`src/rtl/rf_pkg.sv`:
```
// Shared types and constants for the register-file write side.
// A write record carries its own valid bit so queued writes can be cancelled in place.
package rf_pkg;

    localparam int AW   = 5;
    localparam int DW   = 32;
    localparam int NREG = 2 ** AW;

    localparam logic [AW-1:0] REG_ZERO = '0;

    typedef struct packed {
        logic          valid;
        logic [AW-1:0] addr;
        logic [DW-1:0] data;
    } wr_rec_t;

    function automatic logic [NREG-1:0] addr_onehot(input logic [AW-1:0] a);
        addr_onehot    = '0;
        addr_onehot[a] = 1'b1;
    endfunction

endpackage

```
`src/rtl/regfile_write_arbiter_if.sv`:
```
// WB-stage, late-writer and regfile write-port signals of the write arbiter.
// The master side is the pipeline/late writer; the slave side is the arbiter.
interface regfile_write_arbiter_if;
    import rf_pkg::*;

    logic              wbe;
    logic [AW-1:0]     wba;
    logic [DW-1:0]     wbd;
    logic              lvalid;
    logic              lready;
    logic [AW-1:0]     laddr;
    logic [DW-1:0]     ldata;
    logic              we3;
    logic [AW-1:0]     ra3;
    logic [DW-1:0]     wd3;
    logic [NREG-1:0]   busy;
    logic              hold;
    logic              empty;

    modport master (
        output wbe, wba, wbd, lvalid, laddr, ldata,
        input  lready, we3, ra3, wd3, busy, hold, empty
    );

    modport slave (
        input  wbe, wba, wbd, lvalid, laddr, ldata,
        output lready, we3, ra3, wd3, busy, hold, empty
    );

endinterface

```
`src/rtl/rf_late_fifo.sv`:
```
// Late-write queue: DEPTH entries with per-entry valid, address-match cancel,
// and a per-entry one-hot address decode feeding the BUSY vector.
module rf_late_fifo
    import rf_pkg::*;
#(
    parameter int DEPTH = 2
) (
    input  logic                        clk,
    input  logic                        rst,
    input  logic                        push,
    input  logic [AW-1:0]               push_addr,
    input  logic [DW-1:0]               push_data,
    input  logic                        pop,
    input  logic                        cancel,
    input  logic [AW-1:0]               cancel_addr,
    output wr_rec_t                     head,
    output logic                        full,
    output logic                        empty,
    output logic [DEPTH-1:0][NREG-1:0]  entry_dec
);

    localparam int PW = $clog2(DEPTH);

    logic [AW-1:0]  addr_reg [DEPTH];
    logic [DW-1:0]  data_reg [DEPTH];
    logic [DEPTH-1:0] valid_reg;
    logic [PW-1:0]  wr_ptr_reg;
    logic [PW-1:0]  rd_ptr_reg;
    logic [PW:0]    count_reg;

    // Count top bit set means exactly DEPTH entries held.
    assign full  = count_reg[PW];
    assign empty = (count_reg == '0);
    assign head  = '{valid: valid_reg[rd_ptr_reg],
                     addr:  addr_reg[rd_ptr_reg],
                     data:  data_reg[rd_ptr_reg]};

    always_ff @(posedge clk) begin
        if (push) begin
            addr_reg[wr_ptr_reg] <= push_addr;
            data_reg[wr_ptr_reg] <= push_data;
        end
    end

    // The push slot is always free, so a same-cycle cancel can never hit it.
    always_ff @(posedge clk or posedge rst) begin
        if (rst) begin
            valid_reg  <= '0;
            wr_ptr_reg <= '0;
            rd_ptr_reg <= '0;
            count_reg  <= '0;
        end else begin
            for (int i = 0; i < DEPTH; i++) begin
                if (cancel && valid_reg[i] && (addr_reg[i] == cancel_addr))
                    valid_reg[i] <= 1'b0;
            end
            if (pop)
                valid_reg[rd_ptr_reg] <= 1'b0;
            if (push)
                valid_reg[wr_ptr_reg] <= 1'b1;
            wr_ptr_reg <= wr_ptr_reg + PW'(push);
            rd_ptr_reg <= rd_ptr_reg + PW'(pop);
            count_reg  <= count_reg + (PW+1)'(push) - (PW+1)'(pop);
        end
    end

    for (genvar gi = 0; gi < DEPTH; gi++) begin : g_dec
        assign entry_dec[gi] = valid_reg[gi] ? addr_onehot(addr_reg[gi]) : '0;
    end

endmodule

```
`src/rtl/regfile_write_arbiter.sv`:
```
// Merges in-order WB writes and queued late writes onto the single regfile
// write port; WB always wins, a starve counter asks for a WB bubble via HOLD.
module regfile_write_arbiter
    import rf_pkg::*;
#(
    parameter int DEPTH        = 2,
    parameter int STARVE_LIMIT = 4
) (
    input  logic                    clk,
    input  logic                    rst,
    regfile_write_arbiter_if.slave  bus
);

    localparam int CW = $clog2(STARVE_LIMIT + 1);

    wr_rec_t                    head;
    logic                       full;
    logic                       empty;
    logic [DEPTH-1:0][NREG-1:0] entry_dec;

    logic            wb_issue;
    logic            head_valid;
    logic            late_issue;
    logic            pop;
    logic            push;
    logic            we3_reg;
    logic [AW-1:0]   ra3_reg;
    logic [DW-1:0]   wd3_reg;
    logic            hold_reg;
    logic [CW-1:0]   starve_reg;
    logic [CW-1:0]   starve_next;
    logic [NREG-1:0] busy_vec;

    assign wb_issue   = bus.wbe && (bus.wba != REG_ZERO);
    assign head_valid = !empty && head.valid;
    assign late_issue = head_valid && !wb_issue;
    // A cancelled head is dropped even while WB owns the port.
    assign pop        = !empty && (!head.valid || !wb_issue);
    // Writes to r0 complete the handshake but are never stored.
    assign push       = bus.lvalid && !full && (bus.laddr != REG_ZERO);

    rf_late_fifo #(.DEPTH(DEPTH)) u_fifo (
        .clk         (clk),
        .rst         (rst),
        .push        (push),
        .push_addr   (bus.laddr),
        .push_data   (bus.ldata),
        .pop         (pop),
        .cancel      (wb_issue),
        .cancel_addr (bus.wba),
        .head        (head),
        .full        (full),
        .empty       (empty),
        .entry_dec   (entry_dec)
    );

    always_comb begin
        starve_next = starve_reg;
        if (empty || late_issue)
            starve_next = '0;
        else if (head_valid && (starve_reg != CW'(STARVE_LIMIT)))
            starve_next = starve_reg + 1'b1;
    end

    always_ff @(posedge clk or posedge rst) begin
        if (rst) begin
            we3_reg    <= 1'b0;
            ra3_reg    <= '0;
            wd3_reg    <= '0;
            hold_reg   <= 1'b0;
            starve_reg <= '0;
        end else begin
            starve_reg <= starve_next;
            hold_reg   <= (starve_next == CW'(STARVE_LIMIT));
            we3_reg    <= wb_issue || late_issue;
            if (wb_issue) begin
                ra3_reg <= bus.wba;
                wd3_reg <= bus.wbd;
            end else if (late_issue) begin
                ra3_reg <= head.addr;
                wd3_reg <= head.data;
            end
        end
    end

    always_comb begin
        busy_vec = we3_reg ? addr_onehot(ra3_reg) : '0;
        for (int i = 0; i < DEPTH; i++)
            busy_vec = busy_vec | entry_dec[i];
        busy_vec[0] = 1'b0;
    end

    assign bus.lready = !full;
    assign bus.empty  = empty;
    assign bus.we3    = we3_reg;
    assign bus.ra3    = ra3_reg;
    assign bus.wd3    = wd3_reg;
    assign bus.hold   = hold_reg;
    assign bus.busy   = busy_vec;

endmodule

```
`src/flat_wrapper.sv`:
```
// flat-port wrapper written by rule: the top's interface ports become plain ports
module regfile_write_arbiter_flat import rf_pkg::*;
#(
    parameter int DEPTH        = 2,
    parameter int STARVE_LIMIT = 4
)
  (clk, rst, bus_wbe, bus_wba, bus_wbd, bus_lvalid, bus_laddr, bus_ldata, bus_lready, bus_we3, bus_ra3, bus_wd3, bus_busy, bus_hold, bus_empty);
  regfile_write_arbiter_if bus_i ();
  input  logic clk;
  input  logic rst;
  input wire logic [$bits(bus_i.wbe)-1:0] bus_wbe;
  input wire logic [$bits(bus_i.wba)-1:0] bus_wba;
  input wire logic [$bits(bus_i.wbd)-1:0] bus_wbd;
  input wire logic [$bits(bus_i.lvalid)-1:0] bus_lvalid;
  input wire logic [$bits(bus_i.laddr)-1:0] bus_laddr;
  input wire logic [$bits(bus_i.ldata)-1:0] bus_ldata;
  output wire logic [$bits(bus_i.lready)-1:0] bus_lready;
  output wire logic [$bits(bus_i.we3)-1:0] bus_we3;
  output wire logic [$bits(bus_i.ra3)-1:0] bus_ra3;
  output wire logic [$bits(bus_i.wd3)-1:0] bus_wd3;
  output wire logic [$bits(bus_i.busy)-1:0] bus_busy;
  output wire logic [$bits(bus_i.hold)-1:0] bus_hold;
  output wire logic [$bits(bus_i.empty)-1:0] bus_empty;
  assign bus_i.wbe = bus_wbe;
  assign bus_i.wba = bus_wba;
  assign bus_i.wbd = bus_wbd;
  assign bus_i.lvalid = bus_lvalid;
  assign bus_i.laddr = bus_laddr;
  assign bus_i.ldata = bus_ldata;
  assign bus_lready = bus_i.lready;
  assign bus_we3 = bus_i.we3;
  assign bus_ra3 = bus_i.ra3;
  assign bus_wd3 = bus_i.wd3;
  assign bus_busy = bus_i.busy;
  assign bus_hold = bus_i.hold;
  assign bus_empty = bus_i.empty;
  regfile_write_arbiter #(.DEPTH(DEPTH), .STARVE_LIMIT(STARVE_LIMIT)) u_core (.clk(clk), .rst(rst), .bus(bus_i));
endmodule
```
`config.mk`:
```
export PLATFORM = sky130hd
export DESIGN_NAME = regfile_write_arbiter_flat
export DESIGN_NICKNAME = d
export VERILOG_FILES = /design/src/rtl/rf_pkg.sv /design/src/rtl/regfile_write_arbiter_if.sv /design/src/rtl/rf_late_fifo.sv /design/src/rtl/regfile_write_arbiter.sv /design/src/flat_wrapper.sv
export SDC_FILE = /design/constraint.sdc
export NUM_CORES = 1
export LEC_CHECK = 0
export ABC_CLOCK_PERIOD_IN_PS = 4350
export BUFFER_PORTS_ARGS = -buffer_cell sky130_fd_sc_hd__buf_2
export CAP_MARGIN = 15
export CORE_UTILIZATION = 40
export CTS_CLUSTER_SIZE = 14
export DETAILED_ROUTE_END_ITERATION = 8
export PLACE_DENSITY = 0.71
export SYNTH_ARGS = -nofsm -noshare
export SYNTH_HDL_FRONTEND = slang
export SYNTH_HIERARCHICAL = 1
export SYNTH_SLANG_ARGS = --single-unit
```
`constraint.sdc`:
```
create_clock -name clk -period 4.35 [get_ports clk]
set_input_delay 0 -clock clk [delete_from_list [all_inputs] [get_ports clk]]
set_output_delay 0 -clock clk [all_outputs]
set_load 0.05 [all_outputs]
```
# [After elaboration in Yosys (flattened, before gate mapping)]
# Memory sizes are Yosys's and may differ from the RTL's.
# Index checks and enable logic that the tools add are counted.
[op_classes] eq_ne=4 n_addsub=5 n_mux=27 reduce_logical=27 order_cmp=10 n_bitwise=5
[op_table] op="$mux W32" n=5
[op_table] op="$or A32 B32 Y32" n=2
[op_table] op="$lt A5 B6 Y1 const B" n=3
[op_table] op="$logic_and A1 B1 Y1" n=16
[op_table] op="$demux W1 S5" n=3
[op_table] op="$ge A5 B1 Y1 const B" n=3
[op_table] op="$mux W1" n=11
[op_table] op="$eq A5 B5 Y1" n=2
[op_table] op="$mux W5" n=2
[op_table] op="$reduce_bool A5 Y1" n=2
[op_table] op="$mux W3" n=2
[op_table] op="$logic_not A1 Y1" n=4
[op_table] op="$lt A1 B2 Y1 const B" n=2
[op_table] op="$mux W2" n=2
[op_table] op="$add A3 B1 Y3 const B" n=1
[op_table] op="$eq A3 B3 Y1 const B" n=1
[op_table] op="$logic_or A1 B1 Y1" n=3
[op_table] op="$ne A3 B3 Y1 const B" n=1
[op_table] op="$add A1 B1 Y1" n=2
[op_table] op="$add A2 B1 Y2" n=1
[op_table] op="$and A2 B2 Y2" n=1
[op_table] op="$demux W1 S1" n=2
[op_table] op="$ge A1 B1 Y1 const B" n=2
[op_table] op="$logic_not A2 Y1" n=1
[op_table] op="other kinds (4)" n=4
[totals] in_bits=78 ramBits=74 regBits=48 wordCells=89 output_inout_bits=73 mem_count=2
[memory_table] name="u_core.u_fifo.data_reg" depth=2 word_bits=32 rd=1 rd_clocked_by_memory_dff=0 write_ports=1 line="rf_late_fifo.sv:25" rtl="logic [DW-1:0] data_reg [DEPTH];"
[memory_table] name="u_core.u_fifo.addr_reg" depth=2 word_bits=5 rd=3 rd_clocked_by_memory_dff=0 write_ports=1 line="rf_late_fifo.sv:24" rtl="logic [AW-1:0] addr_reg [DEPTH];"

# [Longest topological paths before layout]
# Gate-level depths: netlist of the first run.
[logic_depth] word_depth=9 depth_mapped=10 depth_no_buf=9

# [Hierarchy]
# Netlist of the first run, hierarchy kept.
[by_module_without_submodules] mod="rf_late_fifo" cells_per_inst=254 seq_area_each_um2=2372.3 n_inst=1 area_per_inst_um2=3533.4
[by_module_without_submodules] mod="regfile_write_arbiter" cells_per_inst=298 seq_area_each_um2=1051.0 n_inst=1 area_per_inst_um2=2379.8

# [Least setup slack after synthesis of the first run]
# No wires, ideal clock.
[synth_timing] path_type="register to register" from="reg u_core.u_fifo.count_reg[1]" to="mem u_core.u_fifo.addr_reg[0][0], enable pin" setup_time_ns=0.398 n_path_buf=0 required_time_ns=3.952 arrival_ns=2.036 path_stages_with_launch=4 synth_period_minus_slack_ns=2.434 path_slack_ns=1.916 cell_sequence="dfrtp_1 -> inv_1 -> o311a_1 -> ha_1"
[synth_between] elab_chain_len=5
[synth_lines] item="start: declaration" line="rf_late_fifo.sv:29" rtl="logic [PW:0] count_reg;"
[synth_lines] item="start signal: assignment" line="rf_late_fifo.sv:63" rtl="count_reg <= count_reg + (PW+1)'(push) - (PW+1)'(pop);"
[synth_lines] item="$logic_not A1 Y1"
[synth_lines] item="named net bus_lready" line="flat_wrapper.sv:17" rtl="output wire logic [$bits(bus_i.lready)-1:0] bus_lready;"
[synth_lines] item="$logic_and A1 B1 Y1 (2 in series)" line="regfile_write_arbiter.sv:40" rtl="assign push = bus.lvalid && !full && (bus.laddr != REG_ZERO);"
[synth_lines] item="named net u_core.push" line="regfile_write_arbiter.sv:25" rtl="logic push;"
[synth_lines] item="$mux W1" line="rf_late_fifo.sv:39" rtl="if (push) begin"
[synth_lines] item="$mux W1 (not written as such)" line="rf_late_fifo.sv:40" rtl="addr_reg[wr_ptr_reg] <= push_addr;"
[synth_lines] item="end: declaration" line="rf_late_fifo.sv:24"
# The timed path passes the listed nets, and every way through them passes these cells.

# [Worst setup path in the final report of the first run]
[layout_timing] from="in bus_wba[1]" to="reg u_core.u_fifo.count_reg[1]"
[layout_between] elab_chain_len=6
[layout_lines] item="start: declaration" line="flat_wrapper.sv:12" rtl="input wire logic [$bits(bus_i.wba)-1:0] bus_wba;"
[layout_lines] item="$reduce_bool A5 Y1" line="regfile_write_arbiter.sv:34" rtl="assign wb_issue = bus.wbe && (bus.wba != REG_ZERO);"
[layout_lines] item="$logic_and A1 B1 Y1" line="regfile_write_arbiter.sv:34"
[layout_lines] item="named net u_core.wb_issue" line="regfile_write_arbiter.sv:21" rtl="logic wb_issue;"
[layout_lines] item="$logic_not A1 Y1" line="regfile_write_arbiter.sv:38" rtl="assign pop = !empty && (!head.valid || !wb_issue);"
[layout_lines] item="$logic_or A1 B1 Y1" line="regfile_write_arbiter.sv:38"
[layout_lines] item="$logic_and A1 B1 Y1" line="regfile_write_arbiter.sv:38"
[layout_lines] item="named net u_core.pop" line="regfile_write_arbiter.sv:24" rtl="logic pop;"
[layout_lines] item="$sub A2 B1 Y2" line="rf_late_fifo.sv:63"
# The timed path passes the listed nets, and every way through them passes these cells.
# A chain may end at the register's enable or synchronous reset.

==> impl_metrics.yaml, run 1 <==
worst_setup_path:
  regToRegStartpoint: "u_core/u_fifo/rd_ptr_reg"
  cp.buffers_inverters: 5
  ff_to_ff_end: "u_core/bus.hold"
  largest_stage_delay_worst_path_ns: 0.57
  reg2reg_setup_slack_ns: 1.76
  cp_slowest_cell: "or4_4"
  crit_arrival_ns: 3.27
  path_cells: "dlygate4sd3_1 -> buf_2 -> or4_4 -> o21ai_4 -> buf_4 -> inv_2 -> a21oi_1 -> ha_1 -> inv_1 -> ha_1 -> xnor2_1 -> xnor2_1"
  worst_path_dominant_cell_family: "buffers and inverters"
  rr_worst_depth: 6
  crit_end_element: "register"
  timing.critical_path.required_ns: 4.68
  startpoint_type: "input port"
  critPathKind: "input port to register"
  max_fanout_on_critical_path: 66
global_route:
  grt_pass1_vias: 5026
  global_route.overflow_total: 0
  first_pass_grt_wire_length_um: 25000
  track_usage: 0.219
  initial_antenna_violation_count: 0
  grt_max_degree: 67
power:
  power_leakage_nw: 3.47
  sw_frac_of_total: 0.414
  power_switching_mw: 2.18
  peakVddDrop_uv: 425
  internal_power_mw: 3.08
  power.density_cell_area_mw_per_mm2: 648
  power_frac_clock: 0.251
  comb_power_share: 0.412
  power_frac_seq: 0.336
floorplan:
  die-width_um: 124
  initial_core_util: 0.408
  die_y_um: 124
  design.portCount: 151
  design.die.area_mm2: 0.0153
  core_area_mm2: 0.0145
  placement_rows: 44
clocking:
  cts.clk_slew.worst_paths_ns: 0.05
  cts_setup_buffers: 0
  tritoncts.num_buffers: 17
  tritoncts_num_sinks: 122
  clk-insertion-delay-late_ns: 0.41
  cts_resized: 0
  ctsLongestPathBuffers: 2
  cts_root_buf: "clkbuf_16"
  h-tree-depth: 4
  tritoncts_clock_tree: "yes"
  post_cts_hold_buffer_count: 80
placed_design:
  place_ws_ns: 1.58
  place.detailed.instances: 854
  port_buffers: 149
  dpl.hpwl_um: 10100
  gp_routability_congestion: 0.911
timing:
  clock-skew-final_ns: 0.0102
  setup-violations-final: 0
  worstMarginPinSlew_ns: 0.978
  worst_slew_margin_rel: 0.348
  final-max-slew-violation-count: 0
  maxClockFrequency_mhz: 340
  post-route-min-period_ns: 2.94
  hold-worst-slack_ns: 0.0830
  period_share: 0.677
  finalWorstSetupSlack_ns: 1.41
  tns_ns: 0
  timing.final.hold_violations: 0
  rsz_0062_raised_after_global_routing: "false"
routing:
  vias: 5035
  drt-vias-per-instance: 5.22
  drc_errors: 0
  detailedRoute.firstIterationViolations: 495
  final_antenna_net_count: 0
  routed_wl_um: 16200
  drt_pre_antenna_iters: 7
  detail_route.wl_per_cell_um: 16.7
run:
  maxCapViolCount: 0
finish:
  final_layout_size_suffix_gt1_frac: 0.293
  finish.net_count: 853
  diodes: 0
  largest_register_ffs: 64
  post_layout_nonfiller_instances: 965
  area.growth.synth_to_final_pct: 37.4
  finish.utilization: 0.560
min_path:
  worst_hold_path_type: "input port to async pin"
logic_synthesis:
  netlist_instances: 550
  ys.warnings.count: 6
  syn_area_per_cell_um2: 10.7
  syn_nets: 634
  synth.cell_area_mm2: 0.00591
run_status:
  outcome: "complete, no violations"
power groups by stage:
| stage | Clock (mW) | Sequential, mW | Combinational, mW |
|---|---|---|---|
| after floorplan | 0 | 2.16 | 1.18 |
| after global placement | 0 | 1.77 | 2.06 |
| after detailed placement | 0 | 1.78 | 2.09 |
| after CTS | 1.34 | 1.76 | 2.16 |
| after global routing | 1.39 | 1.81 | 2.34 |
| final | 1.32 | 1.77 | 2.17 |
layout make-up:
| cell class | count | area (um^2) |
|---|---|---|
| well taps | 184 | 230 |
| fillers | 1205 | 6360 |
| repair buffers | 232 | 1570 |
| flip-flops and latches | 122 | 3420 |
| inverters | 12 | 45.0 |
| multi-input cells | 384 | 2290 |
| clock inverters | 9 | 101 |
| clock buffers | 22 | 454 |
stage by stage:
step	power (mW)	area [um^2]
after global placement	3.82	6760
after detailed placement	3.87	6760
after global routing	5.54	8120
after floorplan	3.35	5910
after CTS	5.26	8120
final	5.26	8120
layout by cell type (no fill, tap or decap), types with 10 or more instances in the layout:
cell           instances
clkbuf_16             17
nor2_1               117
nand3b_1              14
a211o_1               15
edfxtp_1              74
nand2_1               74
xor2_1                11
dlygate4sd3_1         80
dfrtp_1               47
inv_1                 10
a31oi_1               34
o21ai_0               21
mux2_2                38
buf_2                149
worst min-delay path: cells and delay by family:
family                 cells  cell delay [ns]
buffers and inverters      3             0.86
routing by layer:
metal	vias to the layer above	wire, um	share of wire	track usage
li1	2372	-	-	-
met1	2396	6770	0.42	0.269
met2	235	8030	0.50	0.375
met3	32	1090	0.068	0.0470
met4	0	261	0.016	0.0889
met5	-	0	0	0
worst max path at each step:
stage | startpoint | end | slack, ns | cells past startpoint
floorplan | u_core/u_fifo/count_reg[1] | u_core/u_fifo/addr_reg[0][0] | 1.92 | 3
global placement | bus_wba[1] | u_core/u_fifo/count_reg[1] | 1.69 | 11
detailed placement | bus_wba[1] | u_core/u_fifo/count_reg[1] | 1.58 | 11
CTS | bus_wba[1] | u_core/u_fifo/count_reg[1] | 1.44 | 12
global route | bus_wba[1] | u_core/u_fifo/count_reg[1] | 1.26 | 12
finish | bus_wba[1] | u_core/u_fifo/count_reg[1] | 1.41 | 12
No activity file was read; power rests on OpenSTA's default activity.
==> run 2, diff against run 1 <==
--- a/config.mk
+++ b/config.mk
@@ -5,7 +5,7 @@
 export SDC_FILE = /design/constraint.sdc
 export NUM_CORES = 1
 export LEC_CHECK = 0
-export ABC_CLOCK_PERIOD_IN_PS = 4350
+export ABC_CLOCK_PERIOD_IN_PS = 3000
 export BUFFER_PORTS_ARGS = -buffer_cell sky130_fd_sc_hd__buf_2
 export CAP_MARGIN = 15
 export CORE_UTILIZATION = 40
==> constraint.sdc (replaced) <==
create_clock -name clk -period 3 [get_ports clk]
set_input_delay 0 -clock clk [delete_from_list [all_inputs] [get_ports clk]]
set_output_delay 0 -clock clk [all_outputs]
set_load 0.05 [all_outputs]
==> run 2 against run 1 <==
Compared with the run above: count of clock-buffer cells in the layout is the same; die area is the same; clock power grew 41%; combinational power grew 48%; worst setup slack lost 0.75 ns; largest cell class unchanged; largest power group unchanged.
==> impl_metrics.yaml, run 2 (synthesis gave the netlist of run 1 again) <==
clocking:
  tritoncts_num_sinks: 122
  cts_root_buf: "clkbuf_16"
  cts.clk_slew.worst_paths_ns: 0.06
  h-tree-depth: 4
  ctsLongestPathBuffers: 2
  tritoncts.num_buffers: 17
  tritoncts_clock_tree: "yes"
  clk-insertion-delay-late_ns: 0.41
  cts_resized: 0
placed_design:
  port_buffers: 149
  gp_routability_congestion: 0.919
  dpl.hpwl_um: 10500
finish:
  mostFrequentLayoutCell: "buf_2"
  finish.net_count: 856
  largest_register_ffs: 64
  layout_common_cells: "buf_2 (149), nor2_1 (117), dlygate4sd3_1 (80)"
  diodes: 0
  area.growth.synth_to_final_pct: 38.2
  final_layout_size_suffix_gt1_frac: 0.299
routing:
  detail_route.wl_per_cell_um: 17.3
  drt-vias-per-instance: 5.27
  drc_errors: 0
  detailedRoute.firstIterationViolations: 496
  routed_wl_um: 16800
  vias: 5110
  drt_pre_antenna_iters: 7
  final_antenna_net_count: 0
power:
  sw_frac_of_total: 0.423
  power_leakage_nw: 3.48
  peakVddDrop_uv: 651
  power_mw: 7.64
  power_frac_seq: 0.336
  internal_power_mw: 4.41
  power_switching_mw: 3.23
  power.density_cell_area_mw_per_mm2: 937
  comb_power_share: 0.421
  power_frac_clock: 0.243
worst_setup_path:
  timing.critical_path.required_ns: 3.33
  path_cells: "dlygate4sd3_1 -> buf_2 -> or4_4 -> o21ai_4 -> inv_2 -> a21oi_1 -> ha_1 -> inv_1 -> ha_1 -> xnor2_1 -> xnor2_1"
  cp.buffers_inverters: 4
  max_fanout_on_critical_path: 8
  crit_end_element: "register"
  cp_slowest_cell: "or4_4"
  worst_path_dominant_cell_family: "buffers and inverters"
  largest_stage_delay_worst_path_ns: 0.58
  critPathKind: "input port to register"
  startpoint_type: "input port"
  crit_arrival_ns: 2.67
run_status:
  outcome: "complete, no violations"
global_route:
  grt_pass1_vias: 5140
  global_route.overflow_total: 0
  first_pass_grt_wire_length_um: 25900
  track_usage: 0.227
  grt_max_degree: 66
  initial_antenna_violation_count: 0
timing:
  period_share: 0.782
  worstMarginPinSlew_ns: 0.976
  clock-skew-final_ns: 0.00955
  maxClockFrequency_mhz: 426
  final-max-slew-violation-count: 0
  post-route-min-period_ns: 2.35
  setup-violations-final: 0
  timing.final.hold_violations: 0
  worst_slew_margin_rel: 0.348
  rsz_0062_raised_after_global_routing: "false"
  tns_ns: 0
floorplan:
  design.portCount: 151
  initial_core_util: 0.408
  design.die.area_mm2: 0.0153
  die_y_um: 124
  placement_rows: 44
  core_area_mm2: 0.0145
  die-width_um: 124
min_path:
  worst_hold_path_type: "input port to async pin"
run:
  maxCapViolCount: 0
==> run 2: power groups by stage <==
stage | Sequential [mW] | Clock (mW) | Combinational (mW)
2_1_floorplan | 3.14 | 0 | 1.71
3_3_place_gp | 2.55 | 0 | 3.02
3_5_place_dp | 2.57 | 0 | 3.10
4_1_cts | 2.56 | 1.89 | 3.19
5_1_grt | 2.62 | 1.95 | 3.44
6_report | 2.57 | 1.86 | 3.22
==> run 2: cell type report <==
cell class / instances / area, um^2
Timing Repair Buffer: 235 / 1620
Fill cell: 1173 / 6320
Inverter: 12 / 45.0
Tap cell: 184 / 230
Clock buffer: 22 / 485
Multi-Input combinational cell: 384 / 2290
Sequential cell: 122 / 3420
Clock inverter: 10 / 67.6
==> run 2: worst paths after layout <==
check | start | endpoint | slack (ns) | cells after the start
setup / recovery | bus_wba[1] | u_core/u_fifo/count_reg[1] | 0.65 | 11
hold / removal | rst | u_core/u_fifo/wr_ptr_reg | 0.07 | 3
setup reg to reg | u_core/u_fifo/rd_ptr_reg | u_core/bus.ra3[0] | 1.02 | 5
hold reg to reg | u_core/bus.wd3[17] | u_core/bus.wd3[17] | 0.54 | 2
max in group asynchronous | rst | u_core/bus.wd3[22] | 2.00 | 3
min in group clk | bus_wbe | u_core/u_fifo/valid_reg[1] | 0.09 | 4
==> run 2: metal layers <==
metal	vias to the layer above	part of all wire	track usage
li1	2379	-	-
met1	2465	0.41	0.266
met2	235	0.50	0.401
met3	31	0.068	0.0517
met4	0	0.016	0.0873
met5	-	0	0
==> run 2: what timing repair did <==
item | in CTS | in global routing
buffers inserted | 0 | 0
hold endpoints to repair | 159 | 0
hold buffers | 80 | 0
==> run 2: per-stage QoR <==
| stage | cells | cell area (um^2) | hold WS, ns | worst slack (ns) | utilization |
|---|---|---|---|---|---|
| after floorplan | 550 | 5910 | -0.209 | 0.566 | - |
| after global placement | 857 | 6810 | -0.0584 | 0.924 | 0.470 |
| after detailed placement | 857 | 6810 | -0.0493 | 0.827 | 0.470 |
| after CTS | 969 | 8160 | 0.0671 | 0.679 | 0.564 |
| after global routing | 969 | 8160 | 0.0809 | 0.498 | 0.564 |
| final | 969 | 8160 | 0.0736 | 0.654 | 0.564 |
==> run 2: worst register-to-register path: stages (launching register included) <==
cell and delay (ns):
dfrtp_2 0.40, mux2_2 0.27, nor2b_4 0.49, buf_4 0.37
mux2i_1 0.22, o21ai_0 0.09
